==> config.mk <==
export PLATFORM = sky130hd
export DESIGN_NAME = gf256_pow_seq
export DESIGN_NICKNAME = d
export VERILOG_FILES = /design/src/rtl/gf256_pow_seq.sv
export SDC_FILE = /design/constraint.sdc
export NUM_CORES = 1
export LEC_CHECK = 0
export CORE_UTILIZATION = 59
export DETAILED_ROUTE_END_ITERATION = 16
export PLACE_DENSITY = 0.81
export SYNTH_ARGS = -nofsm -noshare
export SYNTH_HDL_FRONTEND = slang
export SYNTH_SLANG_ARGS = --single-unit
==> constraint.sdc <==
create_clock -name clk -period 2.6 [get_ports clk]
set_input_delay 0.78 -clock clk [delete_from_list [all_inputs] [get_ports clk]]
set_output_delay 0.78 -clock clk [all_outputs]
set_load 0.03 [all_outputs]
==> src/rtl/gf256_pow_seq.sv <==
// GF(2^8) exponentiation sequencer.
// Computes base^exp with MSB-first square-and-multiply over one shared
// combinational multiplier, or base^254 (the multiplicative inverse) when
// inv is set. One product is formed per cycle.
// Field polynomial: x^8 + x^4 + x^3 + x^2 + 1 (0x11D).

// Mastrovito-style multiplier: p = M(a) * b, where column j of M is
// a * x^j already reduced modulo the field polynomial.
module gf256_poly_mult_mastrovito (
  input  logic [7:0] a,
  input  logic [7:0] b,
  output logic [7:0] p
);

  // Low byte of the field polynomial. The x^8 term is implied.
  localparam logic [7:0] POLY_LO = 8'h1D;

  logic [7:0][7:0] col;

  // Build the reduced columns a*x^j by repeated xtime.
  always_comb begin
    col = '0;
    col[0] = a;
    for (int j = 1; j < 8; j++) begin
      col[j] = {col[j-1][6:0], 1'b0} ^ (col[j-1][7] ? POLY_LO : 8'h00);
    end
  end

  // Matrix-vector product over GF(2): XOR of the columns selected by b.
  always_comb begin
    p = 8'h00;
    for (int j = 0; j < 8; j++) begin
      if (b[j]) p = p ^ col[j];
    end
  end

endmodule

module gf256_pow_seq (
  input  logic       clk,
  input  logic       reset,
  input  logic       start,
  input  logic       inv,
  input  logic [7:0] base,
  input  logic [7:0] exp,
  output logic       busy,
  output logic       done,
  output logic [7:0] result
);

  typedef enum logic [1:0] {
    S_IDLE = 2'd0,
    S_SQR  = 2'd1,
    S_MUL  = 2'd2,
    S_DONE = 2'd3
  } state_t;

  // Exponent that yields the inverse in GF(2^8): x^254 = x^-1.
  localparam logic [7:0] INV_EXP = 8'd254;

  state_t     state_q, state_d;
  logic [7:0] base_r_q, base_r_d;
  logic [7:0] exp_r_q, exp_r_d;
  logic [7:0] acc_q, acc_d;
  logic [2:0] bit_idx_q, bit_idx_d;
  logic [7:0] result_q, result_d;

  logic [7:0] mul_a, mul_b, prod;

  // The multiplier squares acc in SQR and multiplies acc by base in MUL.
  assign mul_a = acc_q;
  assign mul_b = (state_q == S_SQR) ? acc_q : base_r_q;

  gf256_poly_mult_mastrovito u_mult (
    .a (mul_a),
    .b (mul_b),
    .p (prod)
  );

  // State and datapath registers; reset discards any in-flight operation.
  always_ff @(posedge clk) begin
    if (reset) begin
      state_q   <= S_IDLE;
      base_r_q  <= 8'h00;
      exp_r_q   <= 8'h00;
      acc_q     <= 8'h01;
      bit_idx_q <= 3'd0;
      result_q  <= 8'h00;
    end else begin
      state_q   <= state_d;
      base_r_q  <= base_r_d;
      exp_r_q   <= exp_r_d;
      acc_q     <= acc_d;
      bit_idx_q <= bit_idx_d;
      result_q  <= result_d;
    end
  end

  // Next-state and datapath control for the square-and-multiply walk.
  always_comb begin
    state_d   = state_q;
    base_r_d  = base_r_q;
    exp_r_d   = exp_r_q;
    acc_d     = acc_q;
    bit_idx_d = bit_idx_q;
    result_d  = result_q;

    unique case (state_q)
      S_IDLE: begin
        // Requests are only honoured here; start while busy is dropped.
        if (start) begin
          base_r_d  = base;
          exp_r_d   = inv ? INV_EXP : exp;
          acc_d     = 8'h01;
          bit_idx_d = 3'd7;
          state_d   = S_SQR;
        end
      end

      S_SQR: begin
        acc_d = prod;
        if (exp_r_q[bit_idx_q]) begin
          // Multiply step for this bit follows; keep the index.
          state_d = S_MUL;
        end else if (bit_idx_q == 3'd0) begin
          result_d = prod;
          state_d  = S_DONE;
        end else begin
          bit_idx_d = bit_idx_q - 3'd1;
        end
      end

      S_MUL: begin
        acc_d = prod;
        if (bit_idx_q == 3'd0) begin
          result_d = prod;
          state_d  = S_DONE;
        end else begin
          bit_idx_d = bit_idx_q - 3'd1;
          state_d   = S_SQR;
        end
      end

      S_DONE: begin
        state_d = S_IDLE;
      end

      default: begin
        state_d = S_IDLE;
      end
    endcase
  end

  // Status outputs decode registered state only, so they do not glitch.
  assign busy   = (state_q != S_IDLE);
  assign done   = (state_q == S_DONE);
  assign result = result_q;

endmodule

# [Word-level counts from Yosys, hierarchy flattened]
# Cells that the tools add are included.
[totals] ff_bits=37 input_bits=20 output_inout_bits=10 word_cells=73
[classes] add_sub_neg=1 order_cmp=1 eq_ne=6 n_mux=33 bitwise=14 reduce_logical=12
[ops] cell="bitwise XOR 8 bit" count=14
[ops] cell="2-to-1 mux 8 bit" count=13
[ops] cell="2-to-1 mux 5 bit" count=7
[ops] cell="case mux 8 bit (2 select lines)" count=2
[ops] cell="2-to-1 mux 3 bit" count=3
[ops] cell="case mux 3 bit (3 select lines)" count=1
[ops] cell="2-to-1 mux 2 bit" count=4
[ops] cell="case mux 2 bit (4 select lines)" count=1
[ops] cell="AND reduction 2 bit" count=4
[ops] cell="nonzero test 2 bit" count=3
[ops] cell="equality test 2 bit (second input constant)" count=2
[ops] cell="less-than comparator 3 x 4 -> 1 bit (second input constant)" count=1
[ops] cell="!= test 2 bit (second input constant)" count=2
[ops] cell="binary-select mux 1 bit (select 3 bit)" count=1
[ops] cell="logical NOT 3 bit" count=1
[ops] cell="!= test 3 x 1 -> 1 bit (second input constant)" count=1
[ops] cell="AND reduction 3 bit" count=1
[ops] cell="nonzero test 3 bit" count=1
[ops] cell="subtractor 3 x 1 -> 3 bit (second input constant)" count=1
[ops] cell="equality test 2 x 1 -> 1 bit (second input constant)" count=1
[ops] cell="logical NOT 2 bit" count=1
[ops] cell="OR reduction 2 bit" count=1
[ops] cell="2-to-1 mux 1 bit" count=1

# [Logic depth before layout (Yosys ltp)]
# Gate-level depths: netlist of the first run.
[depth] ltp_word=20 ltp_mapped=12 mapped_depth_nobuf=9

# [Modules after synthesis]
# From an unflattened synthesis of the first run, not the netlist that was laid out.
[unflattened] cells_unflattened=364 hier_area_um2=2937.8
[modules_own_cells] module="gf256_pow_seq" n_inst=1 cells_each=191 area_each_um2=1712.9 seq_area_each_um2=740.7
[modules_own_cells] module="gf256_poly_mult_mastrovito" n_inst=1 cells_each=173 area_each_um2=1224.9 seq_area_each_um2=0.0

# [Worst setup path before layout of the first run]
# OpenSTA, ideal clock, no wires.
[synth_path] path_kind="flip-flop to flip-flop" from="register state_q[1]" to="register acc_q[3]" setup_time_ns=0.117 arrival_ns=2.299 t_required_ns=2.483 slack_ns=0.184 path_stages_with_launch=10 path_buffers=1 synth_period_minus_slack_ns=2.416 path_cell_list="dfxtp_1 -> inv_1 -> ha_1 -> buf_4 -> mux2_2 -> nand2_1 -> xnor3_1 -> xnor3_2 -> xnor3_1 -> a22o_1"
[synth_between] elab_chain_cells=18 elab_cells_between_ends=24 cone_classes="eq/ne (3); mux (10); bitwise (7); reduce/logical (4)"
[synth_rtl] item="start: declaration" line_no="61" text="state_t state_q, state_d;"
[synth_rtl] item="start signal: assignment" line_no="90" text="state_q <= state_d;"
[synth_rtl] item="equality test 2 x 1 -> 1 bit" line_no="72, 108"
[synth_rtl] item="2-to-1 mux 8 bit" line_no="72" text="assign mul_b = (state_q == S_SQR) ? acc_q : base_r_q;"
[synth_rtl] item="2-to-1 mux 8 bit" line_no="33" text="if (b[j]) p = p ^ col[j];"
[synth_rtl] item="bitwise XOR 8 bit" line_no="33"
[synth_rtl] item="2-to-1 mux 8 bit" line_no="33"
[synth_rtl] item="bitwise XOR 8 bit" line_no="33"
[synth_rtl] item="2-to-1 mux 8 bit" line_no="33"
[synth_rtl] item="bitwise XOR 8 bit" line_no="33"
[synth_rtl] item="[2 not listed]"
[synth_rtl] item="2-to-1 mux 8 bit" line_no="33"
[synth_rtl] item="bitwise XOR 8 bit" line_no="33"
[synth_rtl] item="2-to-1 mux 8 bit" line_no="33"
[synth_rtl] item="bitwise XOR 8 bit" line_no="33"
[synth_rtl] item="2-to-1 mux 8 bit" line_no="33"
[synth_rtl] item="bitwise XOR 8 bit" line_no="33"
[synth_rtl] item="2-to-1 mux 8 bit" line_no="33"
[synth_rtl] item="case mux 8 bit (2 select lines)" line_no="108" text="unique case (state_q)"
[synth_rtl] item="end signal: assignment" line_no="86" text="acc_q <= 8'h01;"
[synth_rtl] item="end signal: assignment" line_no="93" text="acc_q <= acc_d;"
[synth_rtl] item="end: declaration" line_no="64" text="logic [7:0] acc_q, acc_d;"
# Several ways; a longest one is shown, not always the timed one.
# A chain may end at the register's enable or synchronous reset.

# [Final worst setup path of the first run]
[layout_path] from="register state_q[1]" to="register acc_q[7]"
# The elaborated chain is that of the path after synthesis.

==> results of run 1 <==
==> per-stage QoR <==
step | setup TNS, ns | area (sq um) | total power, W | std cells
final | 0 | 4110 | 0.00377 | 557
after global routing | 0 | 4110 | 0.00400 | 557
after detailed placement | -0.524 | 3970 | 0.00325 | 549
after CTS | 0 | 4080 | 0.00370 | 557
after floorplan | 0 | 3460 | 0.00255 | 441
after global placement | -0.121 | 3970 | 0.00317 | 549
==> worst max-delay path by stage <==
stage	startpoint	to	slack, ns	depth (start not counted)
final	state_q[1]	acc_q[7]	0.11	8
after global routing	state_q[1]	result[7]	0.02	9
after CTS	state_q[1]	result[4]	0.01	10
after detailed placement	state_q[1]	result[4]	-0.11	9
after global placement	state_q[1]	result[4]	-0.06	9
after floorplan	state_q[1]	acc_q[3]	0.18	9
==> cell usage after synthesis (9+ instances only) <==
| cell | count |
|---|---|
| buf_2 | 12 |
| nand2_1 | 56 |
| clkbuf_1 | 12 |
| mux2_2 | 9 |
| nor3_1 | 15 |
| xnor2_1 | 38 |
| dfxtp_1 | 37 |
| nor2_1 | 53 |
| mux2i_1 | 15 |
| inv_1 | 14 |
| xor2_1 | 15 |
| a21oi_1 | 33 |
| o21ai_0 | 13 |
==> per-layer routing <==
metal	track usage (%)	routed length, um	vias to the layer above
met3	6.05	616	33
met4	14.8	365	0
met5	0	0	-
met2	55.0	4590	137
li1	-	-	1607
met1	37.6	3900	1558
==> worst max-delay path, stage by stage, from the launching register on <==
cell and delay, ns:
dfxtp_1 0.31, inv_1 0.10, ha_4 0.23, mux2_2 0.44, or4_1 0.51, nand3_1 0.11
xnor2_1 0.16, xnor3_1 0.29, a22o_1 0.22
==> registers in the layout, summed over array words and instances, names as in the netlist <==
signal and flops:
base_r_q 8, acc_q 8, result 8, state_q 2, exp_r_q 8, bit_idx_q 3
==> kinds of logic (layout without fill, tap and decap cells) <==
| kind of cell | Yosys count | count (layout) | share of synthesized area [%] |
|---|---|---|---|
| AO/OA/AOI/OAI | 96 | 96 | 17.7 |
| flip-flops | 37 | 37 | 21.4 |
| adder cells (fa/ha/maj) | 6 | 6 | 2.17 |
| buffers and inverters | 50 | 94 | 7.09 |
| AND/OR/NAND/NOR | 157 | 157 | 20.3 |
| multiplexers | 27 | 27 | 8.97 |
| XOR/XNOR | 68 | 68 | 22.4 |
==> what timing repair did <==
action,4_1_cts,5_1_grt
gates resized for setup,6,5
gates cloned,0,0
setup endpoints to repair,12,11
pin swaps,0,1
==> power groups by stage <==
| stage | Combinational [W] | Sequential (W) | Clock (W) |
|---|---|---|---|
| 2_1_floorplan | 0.00169 | 0.000864 | 0 |
| 3_3_place_gp | 0.00229 | 0.000887 | 0 |
| 3_5_place_dp | 0.00235 | 0.000894 | 0 |
| 4_1_cts | 0.00237 | 0.000884 | 0.000447 |
| 5_1_grt | 0.00262 | 0.000913 | 0.000465 |
| 6_report | 0.00244 | 0.000893 | 0.000444 |
==> cell type report <==
cell class,instances,area share [%]
Sequential cell,37,18.1
Clock buffer,7,2.34
Multi-Input combinational cell,354,61.1
Tap cell,72,2.19
Inverter,14,1.28
Clock inverter,1,0.122
Timing Repair Buffer,72,14.9
==> impl_metrics.py, run 1 <==
metrics = {
    "run_status": {
        "status": "completed",
    },
    "cts": {
        "numCtsBuffers": 5,
        "h-tree-depth": 2,
        "cts_setup_buffers": 0,
        "path_clk_slew_ns": 0.07,
        "clk_latency_ns": 0.29,
        "hold_buffers": 0,
        "cts-root-buf": "clkbuf_8",
        "cts_tree": "yes",
        "cts_num_sinks": 37,
        "cts.path.max_buffers": 2,
    },
    "final_layout": {
        "final_common_cell": "nand2_1",
        "finalNetCount": 510,
        "drive_gt1_share_pct": 16.1,
        "multi_input_area_sq_um": 2510,
        "final_util_pct": 73.8,
        "nFillCells": 428,
        "syn_to_final_growth_pct": 18.9,
        "final_cell_mix": "nand2_1 (56), nor2_1 (53), buf_4 (43)",
        "seq_area_sq_um": 743,
        "n_antenna_cell": 0,
    },
    "power_and_ir_drop": {
        "p_seq_share_pct": 23.7,
        "switchingPower_w": 0.00172,
        "power.internal_w": 0.00205,
        "p_per_area_nw_per_um2": 918,
        "p_leak_nw": 1.63,
        "p_comb_share_pct": 64.6,
        "swShare_pct": 45.6,
        "vdd_drop_max_mv": 0.739,
        "p_clk_share_pct": 11.8,
    },
    "sta": {
        "holdWs_ns": 0.466,
        "fin_crit_ns": 2.49,
        "layout_setup_ws_ns": 0.110,
        "finalClockSkew_ns": 0.00648,
        "rsz0062_at_grt": "false",
        "hold_viol_final": 0,
        "finalSetupViolations": 0,
        "drv_slew": 0,
        "relSlewSlack_pct": 63.6,
        "fin_crit_sh_pct": 95.8,
        "fmax_mhz": 402,
        "tightest_slew_ns": 0.545,
    },
    "critical_path": {
        "r2r-end": "acc_q[7]",
        "reg2regPathDepth": 8,
        "crit_fanout": 9,
        "r2r_slack_ns": 0.11,
        "cp_data_required_time_ns": 2.78,
        "critical_path_class": "reg -> reg",
        "crit_path_end_kind": "flip-flop",
        "rr_startpoint": "state_q[1]",
        "cp.arrival_ns": 2.67,
        "startpoint_type": "flip-flop",
    },
    "synthesis": {
        "ys_warn_count": 0,
        "yosysUniqueCellTypes": 55,
        "synth_edf_count": 0,
        "synth_area_sq_um": 3460,
        "ys_async_sr_fraction_pct": 0,
        "synth_top_area_share_pct": 21.4,
        "synth_area_leaders": "dfxtp_1 (21%), xnor2_1 (9.6%), nand2_1 (6.1%), nor2_1 (5.8%), a21oi_1 (4.8%)",
        "syn-num-nets": 467,
        "yosys.area.top_type": "dfxtp_1",
        "synthFlopType": "dfxtp_1",
        "synth_area_per_cell_sq_um": 7.84,
        "ys_ff_latch": 37,
        "syn_inst": 441,
        "ys_seq_area_share_pct": 21.4,
    },
    "global_route": {
        "grt_max_degree": 30,
        "grt_pass1_vias": 3098,
        "grt_use_total_pct": 31.8,
        "grt-ovfl-total": 0,
        "grt_pass1_wl_mm": 15.0,
        "antenna_found_initial": 0,
    },
    "min_path": {
        "worstHoldStart": "exp_r_q[0]",
        "hp-class": "reg -> reg",
        "min_path_cells": 2,
        "min_to": "exp_r_q[0]",
    },
    "routing": {
        "drtIter0Drc": 210,
        "route.vias.total": 3335,
        "ant_nets": 0,
        "routed_wl_mm": 9.47,
        "viasPerCell": 5.99,
        "wire_per_inst_um": 17.0,
        "first_pass_iters": 5,
        "drc": 0,
    },
    "placement": {
        "pre_cts_slack_ns": -0.110,
        "gp_congestion": 0.998,
        "place_hpwl_mm": 7.22,
        "port_buffers": 29,
    },
    "floorplanning": {
        "rows": 27,
        "initial_core_util_pct": 62.0,
        "core_sq_um": 5570,
        "dieArea_sq_um": 6170,
        "ios": 30,
        "chipWidth_um": 78.6,
        "die-height_um": 78.6,
    },
    "job": {
        "max_cap_viol_count": 0,
    },
}
Note: power is estimated with default switching activity, not from simulation.
==> run 2: changes to the inputs <==
--- a/config.mk
+++ b/config.mk
@@ -5,9 +5,10 @@
 export SDC_FILE = /design/constraint.sdc
 export NUM_CORES = 1
 export LEC_CHECK = 0
-export CORE_UTILIZATION = 59
+export CORE_UTILIZATION = 58
 export DETAILED_ROUTE_END_ITERATION = 16
 export PLACE_DENSITY = 0.81
 export SYNTH_ARGS = -nofsm -noshare
 export SYNTH_HDL_FRONTEND = slang
+export SYNTH_HIERARCHICAL = 1
 export SYNTH_SLANG_ARGS = --single-unit
==> run 2 against run 1 <==
Against the previous run: non-clock buffer count fell by 29; synthesized area fell by 15%; global-route usage fell by 4.7 points; clock skew barely moved; synthesized cell count fell by 17%; sequential share of layout area rose by 3.4 points; maximum frequency rose by 1.7%; die area fell by 13%; routed wire length fell by 28%; first-iteration DRC count fell by 5.7%; hold slack barely moved; final area fell by 16%; critical path type unchanged; highest routed layer unchanged.
==> impl_metrics.py, run 2 <==
metrics = {
    "routing": {
        "ant_nets": 0,
        "first_pass_iters": 4,
        "wire_per_inst_um": 14.8,
        "routed_wl_mm": 6.78,
        "drc": 0,
        "route.vias.total": 2502,
        "drtIter0Drc": 198,
        "viasPerCell": 5.47,
    },
    "global_route": {
        "met3_usage_pct": 4.56,
        "top_usage_layer": "met2",
        "grt_max_degree": 17,
        "gr-usage-met2_pct": 45.4,
        "antenna_found_initial": 0,
        "grt_use_total_pct": 27.1,
        "grt-ovfl-total": 0,
        "globalRouteMet1Util_pct": 35.9,
        "grt_pass1_vias": 2334,
        "grt_pass1_wl_mm": 11.1,
    },
    "final_layout": {
        "final_common_cell": "nand2_1",
        "drive_gt1_share_pct": 12.1,
        "syn_to_final_growth_pct": 17.2,
        "final_cells": 457,
        "final_util_pct": 71.9,
        "finalNetCount": 416,
        "final_cell_mix": "nand2_1 (72), xnor2_1 (51), dfxtp_1 (37)",
        "n_antenna_cell": 0,
    },
    "sta": {
        "finalClockSkew_ns": 0.00598,
        "fin_setup_tns_ns": 0,
        "relSlewSlack_pct": 53.5,
        "fin_crit_ns": 2.45,
        "holdWs_ns": 0.466,
        "rsz0062_at_grt": "false",
        "drv_slew": 0,
        "finalSetupViolations": 0,
        "fmax_mhz": 408,
        "layout_setup_ws_ns": 0.152,
        "fin_crit_sh_pct": 94.2,
        "tightest_slew_ns": 0.696,
        "hold_viol_final": 0,
    },
    "critical_path": {
        "cp_data_required_time_ns": 2.77,
        "startpoint_type": "flip-flop",
        "cp_num_buf_inv": 2,
        "cp_cell_sequence": "inv_1 > ha_4 > mux2_2 > inv_1 > nor2_1 > xnor2_1 > xor2_1 > xnor3_1 > a22oi_1 > nor2_1",
        "crit_fanout": 9,
        "critical_path_class": "reg -> reg",
        "crit_path_end_kind": "flip-flop",
        "slowest_stage": "mux2_2",
        "max_stage_delay_ns": 0.40,
        "cp.arrival_ns": 2.62,
        "cp_top_family": "XOR/XNOR gates",
    },
    "power_and_ir_drop": {
        "p_seq_share_pct": 25.4,
        "swShare_pct": 43.3,
        "p_clk_share_pct": 17.3,
        "p_leak_nw": 1.25,
        "vdd_drop_max_mv": 0.628,
        "p_comb_share_pct": 57.3,
        "p_per_area_nw_per_um2": 973,
        "power.internal_w": 0.00190,
        "switchingPower_w": 0.00145,
    },
    "synthesis": {
        "synth_edf_count": 0,
        "synthMuxAreaShare_pct": 9.45,
        "synthAdderAreaFrac_pct": 2.98,
        "synthFlopType": "dfxtp_1",
        "synth-compound-area-share_pct": 10.6,
        "ys_warn_count": 6,
        "yosysUniqueCellTypes": 45,
        "synthXorXnorAreaFrac_pct": 25.2,
        "synth.most_common_cell": "nand2_1",
        "ys_async_sr_fraction_pct": 0,
        "synth_area_leaders": "dfxtp_1 (25%), xnor2_1 (15%), nand2_1 (9.2%), mux2i_1 (5.1%), nor2_1 (4.2%)",
        "ys_top_cells_by_count": "nand2_1 (72), xnor2_1 (51), dfxtp_1 (37)",
        "synth_top_family_by_area": "XOR/XNOR gates",
        "syn_inst": 364,
        "synth_area_per_cell_sq_um": 8.07,
        "ys_ff_latch": 37,
        "synth_top_area_share_pct": 25.2,
        "synth_area_sq_um": 2940,
        "syn-num-nets": 391,
        "ys_seq_area_share_pct": 25.2,
        "yosys.area.top_type": "dfxtp_1",
        "synthSimpleGateAreaFrac_pct": 20.8,
    },
    "cts": {
        "path_clk_slew_ns": 0.07,
        "cts.path.max_buffers": 2,
        "cts_tree": "yes",
        "cts_num_sinks": 37,
        "cts_setup_buffers": 0,
        "numCtsBuffers": 5,
        "hold_buffers": 0,
        "cts-root-buf": "clkbuf_8",
        "h-tree-depth": 2,
        "clk_latency_ns": 0.28,
    },
    "floorplanning": {
        "rows": 25,
        "core_sq_um": 4790,
        "dieArea_sq_um": 5350,
        "die-height_um": 73.2,
        "chipWidth_um": 73.2,
        "ios": 30,
        "initial_core_util_pct": 61.4,
    },
    "placement": {
        "place_hpwl_mm": 5.18,
        "gp_congestion": 0.910,
        "port_buffers": 29,
        "pre_cts_slack_ns": -0.0000555,
        "dpl.cell_count": 449,
    },
    "min_path": {
        "hp-class": "reg -> reg",
    },
    "job": {
        "max_cap_viol_count": 0,
    },
    "run_status": {
        "status": "completed",
    },
}
[run 2: path summary, 6_finish.rpt]
kind	to	cells past startpoint	slack (ns)	startpoint
setup / recovery	acc_q[3]	10	0.15	state_q[1]
hold / removal	base_r_q[1]	2	0.47	base_r_q[1]
setup reg to reg	acc_q[3]	10	0.15	state_q[1]
hold reg to reg	base_r_q[1]	2	0.47	base_r_q[1]
[run 2: worst register-to-register path: cells and delay by family, from the launching register on]
family                   cells  cell delay, ns
AO/OA/AOI/OAI                1            0.20
XOR/XNOR                     3            0.77
adder cells (fa/ha/maj)      1            0.23
buffers and inverters        2            0.27
flip-flops                   1            0.34
multiplexers                 1            0.41
AND/OR/NAND/NOR              2            0.12
[run 2: layout make-up]
type,instances,area (sq um)
clock buffers,5,68.8
clock inverters,3,65.1
fillers,385,1340
inverters,12,45.0
multi-input cells,290,2040
flip-flops and latches,37,741
well taps,67,83.8
repair buffers,43,398
[run 2: power groups by stage]
stage / combinational [W] / clock (W) / sequential [W]
finish: 0.00192 / 0.000579 / 0.000851
global route: 0.00208 / 0.000617 / 0.000865
CTS: 0.00190 / 0.000586 / 0.000845
detailed placement: 0.00188 / 0 / 0.000855
global placement: 0.00182 / 0 / 0.000848
floorplan: 0.00149 / 0 / 0.000806
[run 2: cells by family after synthesis]
group / count (synthesis)
buf+inv: 37
xor+xnor: 73
fa+ha+maj: 7
mux: 26
simple gates: 141
flops: 37
compound gates: 43
[run 2: per-stage QoR]
step / power [W] / instance area (sq um)
after floorplan: 0.00230 / 2940
after global placement: 0.00267 / 3290
after detailed placement: 0.00273 / 3290
after CTS: 0.00333 / 3430
after global routing: 0.00357 / 3440
final: 0.00335 / 3440
[run 2: metal layers]
metal | up-vias | part of all wire (%)
li1 | 1233 | -
met1 | 1184 | 45
met2 | 73 | 48
met3 | 12 | 5.1
met4 | 0 | 1.6
met5 | - | 0
[run 2: timing repair]
action	CTS	global route
pin swaps	0	1
resized for setup	1	3
setup endpoints to repair	1	8
